`src/rtl/rr_mux_stage_if.sv`:
```
// rtl/rr_mux_stage_if.sv - handshake bundle between producers, the selector stage and its consumer
//
// Signals:
//   in_data   N*WIDTH  channel i data in bits [i*WIDTH +: WIDTH]
//   in_valid  N        channel i has data
//   in_ready  N        channel i transfers this cycle (one-hot or zero)
//   sel       SELW     channel select used in fixed mode
//   rr_en     1        1 = round-robin, 0 = fixed select
//   flush     1        synchronous kill of the output register
//   out_data  WIDTH    registered selected data
//   out_sel   SELW     registered ID of the channel that produced out_data
//   out_valid 1        out_data is valid
//   out_ready 1        consumer accepts out_data
// Modports: slave = the selector stage, master = the surrounding environment.
interface rr_mux_stage_if #(
    parameter int WIDTH = 64,
    parameter int N     = 4,
    parameter int SELW  = $clog2(N)
);
    logic [N*WIDTH-1:0] in_data;
    logic [N-1:0]       in_valid;
    logic [N-1:0]       in_ready;
    logic [SELW-1:0]    sel;
    logic               rr_en;
    logic               flush;
    logic [WIDTH-1:0]   out_data;
    logic [SELW-1:0]    out_sel;
    logic               out_valid;
    logic               out_ready;

    modport slave (
        input  in_data, in_valid, sel, rr_en, flush, out_ready,
        output in_ready, out_data, out_sel, out_valid
    );

    modport master (
        output in_data, in_valid, sel, rr_en, flush, out_ready,
        input  in_ready, out_data, out_sel, out_valid
    );
endinterface

```
`src/rtl/rr_mux_stage.sv`:
```
// rtl/rr_mux_stage.sv - N-input selector stage, fixed or round-robin select, registered output
//
// Ports:
//   clk    rising-edge clock
//   reset  asynchronous active-low reset (0 = in reset)
//   bus    rr_mux_stage_if.slave: per-channel valid/ready/data in, one registered
//          valid/ready/data/sel out, plus sel, rr_en and flush controls
module rr_mux_stage #(
    parameter int WIDTH = 64,
    parameter int N     = 4,
    parameter int SELW  = $clog2(N)
) (
    input  logic          clk,
    input  logic          reset,
    rr_mux_stage_if.slave bus
);

    logic [SELW-1:0]  ptr;
    logic [SELW-1:0]  gidx;
    logic             gany;
    logic [SELW:0]    scan;
    logic             load;
    logic [WIDTH-1:0] data_q;
    logic [SELW-1:0]  sel_q;
    logic             valid_q;

    // Grant selection. Round-robin walks ptr+1 .. ptr+N; the index is wrapped
    // modulo N (not 2^SELW) so non-power-of-two N never reaches a phantom channel.
    always_comb begin
        gany = 1'b0;
        gidx = '0;
        scan = '0;
        if (bus.rr_en) begin
            for (int k = 1; k <= N; k++) begin
                scan = {1'b0, ptr} + (SELW+1)'(k);
                if (scan >= (SELW+1)'(N)) begin
                    scan = scan - (SELW+1)'(N);
                end
                if (!gany && bus.in_valid[scan[SELW-1:0]]) begin
                    gany = 1'b1;
                    gidx = scan[SELW-1:0];
                end
            end
        end else begin
            // A select value >= N matches no channel and so grants nothing.
            for (int i = 0; i < N; i++) begin
                if (bus.sel == SELW'(i) && bus.in_valid[i]) begin
                    gany = 1'b1;
                    gidx = SELW'(i);
                end
            end
        end
    end

    // One-deep pipe: accept when the register is empty or draining this cycle.
    // Gated by reset so no producer sees a transfer while the stage is held in reset.
    assign load = (!valid_q || bus.out_ready) && !bus.flush && reset;

    always_comb begin
        bus.in_ready = '0;
        for (int i = 0; i < N; i++) begin
            bus.in_ready[i] = load && gany && (gidx == SELW'(i));
        end
    end

    always_ff @(posedge clk or negedge reset) begin
        if (!reset) begin
            data_q  <= '0;
            sel_q   <= '0;
            valid_q <= 1'b0;
            ptr     <= SELW'(N-1);
        end else if (load) begin
            if (gany) begin
                data_q  <= bus.in_data[int'(gidx)*WIDTH +: WIDTH];
                sel_q   <= gidx;
                valid_q <= 1'b1;
                // Tracked in fixed mode too, so switching to round-robin stays fair.
                ptr     <= gidx;
            end else begin
                valid_q <= 1'b0;
            end
        end else if (bus.flush) begin
            valid_q <= 1'b0;
        end
    end

    assign bus.out_data  = data_q;
    assign bus.out_sel   = sel_q;
    assign bus.out_valid = valid_q;

endmodule

```
`src/flat_wrapper.sv`:
```
// flat-port wrapper written by rule: the top's interface ports become plain ports
module rr_mux_stage_flat 
#(
    parameter int WIDTH = 64,
    parameter int N     = 4,
    parameter int SELW  = $clog2(N)
)
  (clk, reset, bus_in_data, bus_in_valid, bus_sel, bus_rr_en, bus_flush, bus_out_ready, bus_in_ready, bus_out_data, bus_out_sel, bus_out_valid);
  rr_mux_stage_if #(.WIDTH(WIDTH), .N(N), .SELW(SELW)) bus_i ();
  input  logic clk;
  input  logic reset;
  input wire logic [$bits(bus_i.in_data)-1:0] bus_in_data;
  input wire logic [$bits(bus_i.in_valid)-1:0] bus_in_valid;
  input wire logic [$bits(bus_i.sel)-1:0] bus_sel;
  input wire logic [$bits(bus_i.rr_en)-1:0] bus_rr_en;
  input wire logic [$bits(bus_i.flush)-1:0] bus_flush;
  input wire logic [$bits(bus_i.out_ready)-1:0] bus_out_ready;
  output wire logic [$bits(bus_i.in_ready)-1:0] bus_in_ready;
  output wire logic [$bits(bus_i.out_data)-1:0] bus_out_data;
  output wire logic [$bits(bus_i.out_sel)-1:0] bus_out_sel;
  output wire logic [$bits(bus_i.out_valid)-1:0] bus_out_valid;
  assign bus_i.in_data = bus_in_data;
  assign bus_i.in_valid = bus_in_valid;
  assign bus_i.sel = bus_sel;
  assign bus_i.rr_en = bus_rr_en;
  assign bus_i.flush = bus_flush;
  assign bus_i.out_ready = bus_out_ready;
  assign bus_in_ready = bus_i.in_ready;
  assign bus_out_data = bus_i.out_data;
  assign bus_out_sel = bus_i.out_sel;
  assign bus_out_valid = bus_i.out_valid;
  rr_mux_stage #(.WIDTH(WIDTH), .N(N), .SELW(SELW)) u_core (.clk(clk), .reset(reset), .bus(bus_i));
endmodule
```
`config.mk`:
```
export PLATFORM = sky130hd
export DESIGN_NAME = rr_mux_stage_flat
export DESIGN_NICKNAME = d
export VERILOG_FILES = /design/src/rtl/rr_mux_stage_if.sv /design/src/rtl/rr_mux_stage.sv /design/src/flat_wrapper.sv
export SDC_FILE = /design/constraint.sdc
export NUM_CORES = 1
export LEC_CHECK = 0
export ABC_AREA = 0
export CORE_AREA = 2 2 129 131
export CTS_BUF_LIST = sky130_fd_sc_hd__clkbuf_8
export CTS_CLUSTER_SIZE = 14
export DETAILED_ROUTE_END_ITERATION = 10
export DIE_AREA = 0 0 131 133
export PLACE_DENSITY_LB_ADDON = 0.05
export SLEW_MARGIN = 10
export SYNTH_ARGS = -nofsm -noshare
export SYNTH_HDL_FRONTEND = slang
export SYNTH_SLANG_ARGS = --single-unit
```
`constraint.sdc`:
```
create_clock -name clk -period 4.5 [get_ports clk]
set_input_delay 0.45 -clock clk [delete_from_list [all_inputs] [get_ports clk]]
set_output_delay 0.45 -clock clk [all_outputs]
set_load 0.02 [all_outputs]
```
Word level (Yosys, flattened, before mapping)

Cells that the tools add are included.

Magnitude comparators: 8
Reductions and logical operators: 24
Eq/ne operators: 6
Add/subtract/negate cells: 8
Shifts and indexed selects: 1
Muxes and demuxes: 39

Operators by type and width:

| operator              | count |
|---|---|
| $shiftx A256 B9 Y64   | 1 |
| $mux W2               | 15 |
| $mux W1               | 20 |
| $logic_and A1 B1 Y1   | 14 |
| $ge A3 B3 Y1 const B  | 4 |
| $lt A2 B3 Y1 const B  | 4 |
| $bmux W1 S2           | 4 |
| $eq A2 B2 Y1 const B  | 4 |
| $sub A2 B1 Y2 const B | 4 |
| $add A2 B2 Y3 const B | 2 |
| $logic_not A1 Y1      | 5 |
| $eq A2 B1 Y1 const B  | 2 |
| $logic_not A2 Y1      | 2 |
| $add A2 B1 Y3 const B | 1 |
| $add A2 B3 Y3 const B | 1 |
| $reduce_and A2 Y1     | 1 |
| $reduce_bool A2 Y1    | 1 |
| $logic_or A1 B1 Y1    | 1 |

Bits of input ports: 267
Logic and storage cells: 90
Register bits: 69

Logic depth before layout (Yosys ltp)

Gate-level depths: netlist (run 1).

Word-level depth: 22
Depth in mapped cells: 9
Depth with buffers taken out: 5

Worst setup path after synthesis (run 1)

Ideal clock, no wire load.

Kind: input -> output
Start: input port bus_in_valid[3]
End: output port bus_in_ready[3]
Data required time: 4.050 ns
Cell stages on the path: 8
Setup slack: 1.897 ns
Arrival: 2.153 ns
Cells stage by stage: buf_2 > nor4_1 > a2111oi_2 > o21ai_2 > or3_1 > clkbuf_1 > clkbuf_1 > nor2_1

Longest elaborated chain between the ends: 18
Elaborated cells between the ends (all ways): 33
Those cells by class: eq/ne (1); mux (23); reduce/logical (9)

RTL lines:

| element                                             | RTL line           | text |
|---|---|---|
| start: declaration                                  | flat_wrapper.sv:13 | `input wire logic [$bits(bus_i.in_valid)-1:0] bus_in_valid;` |
| $bmux W1 S2                                         | rr_mux_stage.sv:39 | `if (!gany && bus.in_valid[scan[SELW-1:0]]) begin` |
| $mux W1 (not written as such)                       | rr_mux_stage.sv:39 |  |
| $mux W1                                             | rr_mux_stage.sv:39 |  |
| $mux W1                                             | rr_mux_stage.sv:33 | `if (bus.rr_en) begin` |
| $logic_not A1 Y1                                    | rr_mux_stage.sv:39 |  |
| $logic_and A1 B1 Y1                                 | rr_mux_stage.sv:39 |  |
| $mux W1                                             | rr_mux_stage.sv:39 |  |
| $mux W1                                             | rr_mux_stage.sv:33 |  |
| (+2 left out)                                       | -                  |  |
| $mux W1                                             | rr_mux_stage.sv:39 |  |
| $mux W1                                             | rr_mux_stage.sv:33 |  |
| $logic_not A1 Y1                                    | rr_mux_stage.sv:39 |  |
| $logic_and A1 B1 Y1                                 | rr_mux_stage.sv:39 |  |
| $mux W2 or $mux W1 (tied branches)                  | rr_mux_stage.sv:39 |  |
| $mux W2 or $mux W1 (tied branches)                  | rr_mux_stage.sv:33 |  |
| $eq A2 B2 Y1 or $logic_and A1 B1 Y1 (tied branches) | rr_mux_stage.sv:62 | `bus.in_ready[i] = load && gany && (gidx == SELW'(i));` |
| $logic_and A1 B1 Y1 *                               | rr_mux_stage.sv:62 |  |
| end: declaration                                    | flat_wrapper.sv:18 | `output wire logic [$bits(bus_i.in_ready)-1:0] bus_in_ready;` |

Every way passes the cells marked *; elsewhere a longest branch is shown, timed or not. The select of a mux whose other input is x is not followed.

Worst setup path in the final report (run 1)

Same ends and word-level chain as after synthesis.

==> results.sh, run 1 <==
export IMPL_leakage_nw=3.540
export IMPL_grt_antenna_before_repair=0
export IMPL_ios=338
export IMPL_drc=0
export IMPL_clock_root_buffer="clkbuf_8"
export IMPL_min_period_over_period_pct=79.52
export IMPL_numPortBuffers=337
export IMPL_vias=4563
export IMPL_multiInputGateArea_um2=2416
export IMPL_cts_tree="yes"
export IMPL_synth_compound_area_share_pct=15.37
export IMPL_grt_pass1_wl_mm=26.41
export IMPL_powerDensity_nw_per_um2=355.0
export IMPL_htree_levels=3
export IMPL_diodes=0
export IMPL_dr_pass1_iters=4
export IMPL_syn_inst=412
export IMPL_cts_hold_buf=0
export IMPL_drive_above_1_share_pct=4.645
export IMPL_crit_fanout=11
export IMPL_power_mw=2.866
export IMPL_synthMuxAreaShare_pct=30.62
export IMPL_final_core_util_pct=49.91
export IMPL_critical_path_class="in -> out"
export IMPL_core_um2=16170
export IMPL_finClkSkew_ps=8.496
export IMPL_wirelength_mm=17.57
export IMPL_gp_congestion=0.7468
export IMPL_r2r_end="u_core.bus.out_data[6]"
export IMPL_seq_area_frac_synth_pct=39.62
export IMPL_regArea_um2=1729
export IMPL_avgSynthCellArea_um2=10.59
export IMPL_use_met1_pct=22.85
export IMPL_syn_to_final_growth_pct=84.95
export IMPL_synthAdderAreaFrac_pct=0
export IMPL_synth_xor_area_share_pct=0
export IMPL_clkTransAtPathRegs_ps=80
export IMPL_fin_nets=995
export IMPL_hold_path_class="in -> async"
export IMPL_synth_top_family_by_area="multiplexers"
export IMPL_nFillCells=1469
export IMPL_max_slew_margin_pct=27.76
export IMPL_yosysWarnings=0
export IMPL_setup_viol=0
export IMPL_placed_cells=937
export IMPL_drtIter0Drc=147
export IMPL_via_per_inst=4.793
export IMPL_insertion_delay_ps=350
export IMPL_final_max_slew_violation_count=0
export IMPL_gr_usage_met2_pct=35.46
export IMPL_worst_setup_path_end_kind="primary output"
export IMPL_first_global_vias=4743
export IMPL_fin_setup_tns_ps=0
export IMPL_synth_seq_cells=69
export IMPL_final_hold_violation_count=0
export IMPL_status="completed"
export IMPL_fmax_mhz=279.5
export IMPL_busiest_layer="met2"
export IMPL_startpoint_type="primary input"
export IMPL_critPathCapture="bus_in_ready[3]"
export IMPL_initial_core_util_pct=26.99
export IMPL_synthSimpleGateAreaFrac_pct=8.744
export IMPL_rsz0062_at_grt="no"
export IMPL_dieWidth_um=131
export IMPL_globalRouteOverflowTotal=0
export IMPL_r2r_cells=6
export IMPL_dpl_hpwl_mm=13.23
export IMPL_ys_types=30
export IMPL_final_cell_mix="clkdlybuf4s50_1 (336), mux2i_1 (129), nand2_1 (73)"
export IMPL_die_h_um=133
export IMPL_cts_resized=0
export IMPL_clock_path_buffers=2
export IMPL_grt_max_degree=72
export IMPL_period_minus_slack_ps=3578
export IMPL_r2r_slack_ps=1240
export IMPL_ir_worst_vdd_v=0.0001588
export IMPL_clock_sinks=69
export IMPL_cts_buffers=9
export IMPL_postCtsSetupBuffers=0
export IMPL_netlist_area_um2=4364
export IMPL_cp_startpoint="bus_in_valid[3]"
export IMPL_post_drt_wl_per_cell_um=18.46
export IMPL_final_instance_count_excl_fill=952
export IMPL_ant_nets=0
export IMPL_r2r_start="u_core.ptr[1]"
export IMPL_dieArea_um2=17420
export IMPL_grt_usage_pct=20.00
export IMPL_drv_cap=0
export IMPL_syn_nets=679
export IMPL_critPathRequiredTime_ps=4050
export IMPL_tightest_slew_ps=1084
export IMPL_grt_util_met3_pct=4.893
export IMPL_rows=47
export IMPL_arrival_ps=3130
export IMPL_final_common_cell="clkdlybuf4s50_1"
[state kept, by name, indices dropped and copies added (netlist names)]
signal,cells
u_core.bus.out_data,64
u_core.bus.out_sel,2
u_core.ptr,2
u_core.bus.out_valid,1
[how the worst min path moves through the flow]
stage / slack, ps / from / endpoint
final: 280 / reset / u_core.bus.out_valid
after CTS: 360 / reset / u_core.bus.out_valid
after global routing: 380 / reset / u_core.bus.out_valid
after detailed placement: 460 / u_core.bus.out_sel[0] / u_core.bus.out_sel[0]
after global placement: 460 / u_core.bus.out_sel[1] / u_core.bus.out_sel[1]
after floorplan: 150 / reset / u_core.bus.out_data[0]
[through the flow]
stage	worst slack, ps	area, um2	hold slack [ps]
global placement	841.6	7875	464.8
floorplan	1897	4364	154.4
global route	729.3	8071	384.1
finish	921.8	8071	283.6
detailed placement	784.0	7875	462.6
CTS	908.0	8071	358.6
[cells by family (layout without fill, tap and decap cells)]
kind of cell	after synthesis	after routing
flops	69	69
simple gates	89	89
compound gates	79	79
mux	132	132
buf+inv	43	363
[power by group]
group | switching [mW] | internal [mW]
Clock | 0.245 | 0.271
Combinational | 0.675 | 0.764
Sequential | 0.105 | 0.806
Total | 1.02 | 1.84
[critical path: stages]
cell	delay [ps]
clkdlybuf4s50_1	660
nor4_1	100
a2111oi_2	520
o21ai_4	120
or3_2	520
nor2_1	150
clkdlybuf4s50_1	620
[final cells by class]
type	count	area share [%]
Sequential cell	69	21.42
Inverter	3	0.1395
Timing Repair Buffer	345	42.66
Tap cell	220	3.410
Clock buffer	14	2.387
Clock inverter	1	0.04650
Multi-Input combinational cell	300	29.93
[metal layers]
layer | vias up | routed length [um] | part of all wire (%)
met2 | 206 | 9053 | 52
met4 | 0 | 457 | 2.6
met1 | 2134 | 6547 | 37
li1 | 2197 | - | -
met5 | - | 0 | 0
met3 | 26 | 1514 | 8.6
[synthesized netlist by cell type (all sizes together)]
cell type  instances  share of area (%)
buf               21                3.8
dfstp              2                1.2
nand2             73                6.3
or4b               1               0.23
o41ai              1               0.20
nor2b              4               0.57
a21oi              3               0.34
or3                1               0.14
mux2               2               0.52
o221ai            65                 13
or3b               1               0.20
nor2               2               0.17
mux4               1               0.52
nand3b             3               0.52
clkbuf            19                1.6
a21o               1               0.17
o21bai             1               0.17
a2111oi            2               0.54
nand2b             2               0.29
nor4               1               0.14
dfrtp             67                 38
inv                3               0.26
a21bo              1               0.23
nand4b             1               0.20
mux2i            129                 30
o21ai              5               0.66
Note: power is estimated with default switching activity, not from simulation.
==> run 2, diff against run 1 <==
--- a/config.mk
+++ b/config.mk
@@ -6,11 +6,11 @@
 export NUM_CORES = 1
 export LEC_CHECK = 0
 export ABC_AREA = 0
-export CORE_AREA = 2 2 129 131
+export CORE_AREA = 2 2 133 135
 export CTS_BUF_LIST = sky130_fd_sc_hd__clkbuf_8
 export CTS_CLUSTER_SIZE = 14
 export DETAILED_ROUTE_END_ITERATION = 10
-export DIE_AREA = 0 0 131 133
+export DIE_AREA = 0 0 135 137
 export PLACE_DENSITY_LB_ADDON = 0.05
 export SLEW_MARGIN = 10
 export SYNTH_ARGS = -nofsm -noshare
==> constraint.sdc (replaced) <==
create_clock -name clk -period 3.7 [get_ports clk]
set_input_delay 0.37 -clock clk [delete_from_list [all_inputs] [get_ports clk]]
set_output_delay 0.37 -clock clk [all_outputs]
set_load 0.02 [all_outputs]
==> run 2 against run 1 <==
Setup slack worse by 550 ps. Count of clock-buffer cells in the layout down 3. Clock power grew 21%. Final area barely moved. Clock skew down 0.64 ps. Wire length grew 0.41%. First-iteration DRC count up 15%. Power is 21% higher. Largest power group unchanged.
==> results.sh, run 2 (synthesized netlist as in run 1, its figures left out) <==
export IMPL_status="completed"
export IMPL_finClkSkew_ps=7.852
export IMPL_regArea_um2=1729
export IMPL_clkTransAtPathRegs_ps=80
export IMPL_critical_path_class="in -> out"
export IMPL_tightest_slew_ps=848.5
export IMPL_clock_path_buffers=2
export IMPL_worst_setup_path_end_kind="primary output"
export IMPL_initial_core_util_pct=25.59
export IMPL_holdWs_ps=120.5
export IMPL_vias=4579
export IMPL_ant_nets=0
export IMPL_fin_nets=995
export IMPL_final_common_cell="clkdlybuf4s50_1"
export IMPL_grt_max_degree=93
export IMPL_globalRouteOverflowTotal=0
export IMPL_power_mw=3.476
export IMPL_htree_levels=3
export IMPL_r2r_slack_ps=1000
export IMPL_grt_usage_pct=18.66
export IMPL_startpoint_type="primary input"
export IMPL_min_period_over_period_pct=90.07
export IMPL_ios=338
export IMPL_drv_cap=0
export IMPL_gp_congestion=0.7634
export IMPL_cts_buffers=9
export IMPL_critPathRequiredTime_ps=3330
export IMPL_period_minus_slack_ps=3332
export IMPL_grt_pass1_wl_mm=26.51
export IMPL_via_per_inst=4.780
export IMPL_clock_sinks=69
export IMPL_grt_antenna_before_repair=1
export IMPL_cts_resized=0
export IMPL_drtIter0Drc=169
export IMPL_ir_worst_vdd_v=0.0001871
export IMPL_rsz0062_at_grt="no"
export IMPL_wirelength_mm=17.64
export IMPL_multiInputGateArea_um2=2416
export IMPL_insertion_delay_ps=340
export IMPL_syn_to_final_growth_pct=85.06
export IMPL_first_global_vias=4729
export IMPL_crit_fanout=11
export IMPL_drc=0
export IMPL_fin_setup_tns_ps=0
export IMPL_hold_path_class="in -> async"
export IMPL_final_cell_mix="clkdlybuf4s50_1 (336), mux2i_1 (129), nand2_1 (73)"
export IMPL_dr_pass1_iters=5
export IMPL_core_um2=17060
export IMPL_dpl_hpwl_mm=13.13
export IMPL_r2r_cells=7
export IMPL_r2r_start="u_core.ptr[1]"
export IMPL_dieArea_um2=18500
export IMPL_final_max_slew_violation_count=0
export IMPL_setup_viol=0
export IMPL_r2r_end="u_core.bus.out_data[17]"
export IMPL_max_slew_margin_pct=43.43
export IMPL_cts_tree="yes"
export IMPL_cp_startpoint="bus_in_valid[3]"
export IMPL_final_hold_violation_count=0
export IMPL_largest_register_ffs=64
export IMPL_leakage_nw=3.544
export IMPL_rows=48
export IMPL_drive_above_1_share_pct=4.372
export IMPL_post_drt_wl_per_cell_um=18.42
export IMPL_final_instance_count_excl_fill=958
export IMPL_fmax_mhz=300.1
export IMPL_dieWidth_um=135
export IMPL_arrival_ps=2960
export IMPL_nFillCells=1587
export IMPL_die_h_um=137
export IMPL_powerDensity_nw_per_um2=430.4
export IMPL_placed_cells=942
export IMPL_numPortBuffers=337
export IMPL_cts_hold_buf=0
export IMPL_postCtsSetupBuffers=0
export IMPL_clock_root_buffer="clkbuf_8"
## run 2: metrics by stage
step           area, um2  util (%)  setup slack (ps)
2_1_floorplan       4364         -              1255
3_3_place_gp        7881     46.21             439.7
3_5_place_dp        7881     46.21             401.0
4_1_cts             8074     47.34             388.9
5_1_grt             8077     47.35             238.2
6_report            8077     47.35             367.6
## run 2: layout make-up
type | instances | share of cell area, %
Inverter | 3 | 0.1394
Multi-Input combinational cell | 300 | 29.91
Clock buffer | 11 | 1.875
Sequential cell | 69 | 21.41
Clock inverter | 4 | 0.5112
Antenna cell | 1 | 0.03098
Timing Repair Buffer | 345 | 42.63
Tap cell | 225 | 3.486
## run 2: per-layer routing
metal	vias to the layer above	global-route usage (%)	routed length, um
met2	182	34.29	9380
li1	2204	-	-
met3	21	5.222	1416
met5	-	0	0
met1	2172	20.37	6491
met4	0	7.118	356
## run 2: report_power, final
part / total, mW / internal (mW) / leakage (nW) / switching, mW
combinational: 1.74 / 0.927 / 2.58 / 0.812
clock: 0.626 / 0.338 / 0.109 / 0.287
sequential: 1.11 / 0.981 / 0.857 / 0.129
## run 2: worst max path at each step
| stage | depth (start not counted) | to | slack, ps |
|---|---|---|---|
| floorplan | 7 | bus_in_ready[3] | 1250 |
| global placement | 7 | bus_in_ready[1] | 440 |
| detailed placement | 7 | bus_in_ready[1] | 400 |
| CTS | 7 | bus_in_ready[1] | 390 |
| global route | 7 | bus_in_ready[2] | 240 |
| finish | 7 | bus_in_ready[1] | 370 |
## run 2: worst max-delay path: stages
cell,delay (ps)
clkdlybuf4s50_1,670
nor4_1,100
a2111oi_2,470
o21ai_4,110
or3_2,470
nor2b_1,150
clkdlybuf4s50_1,620
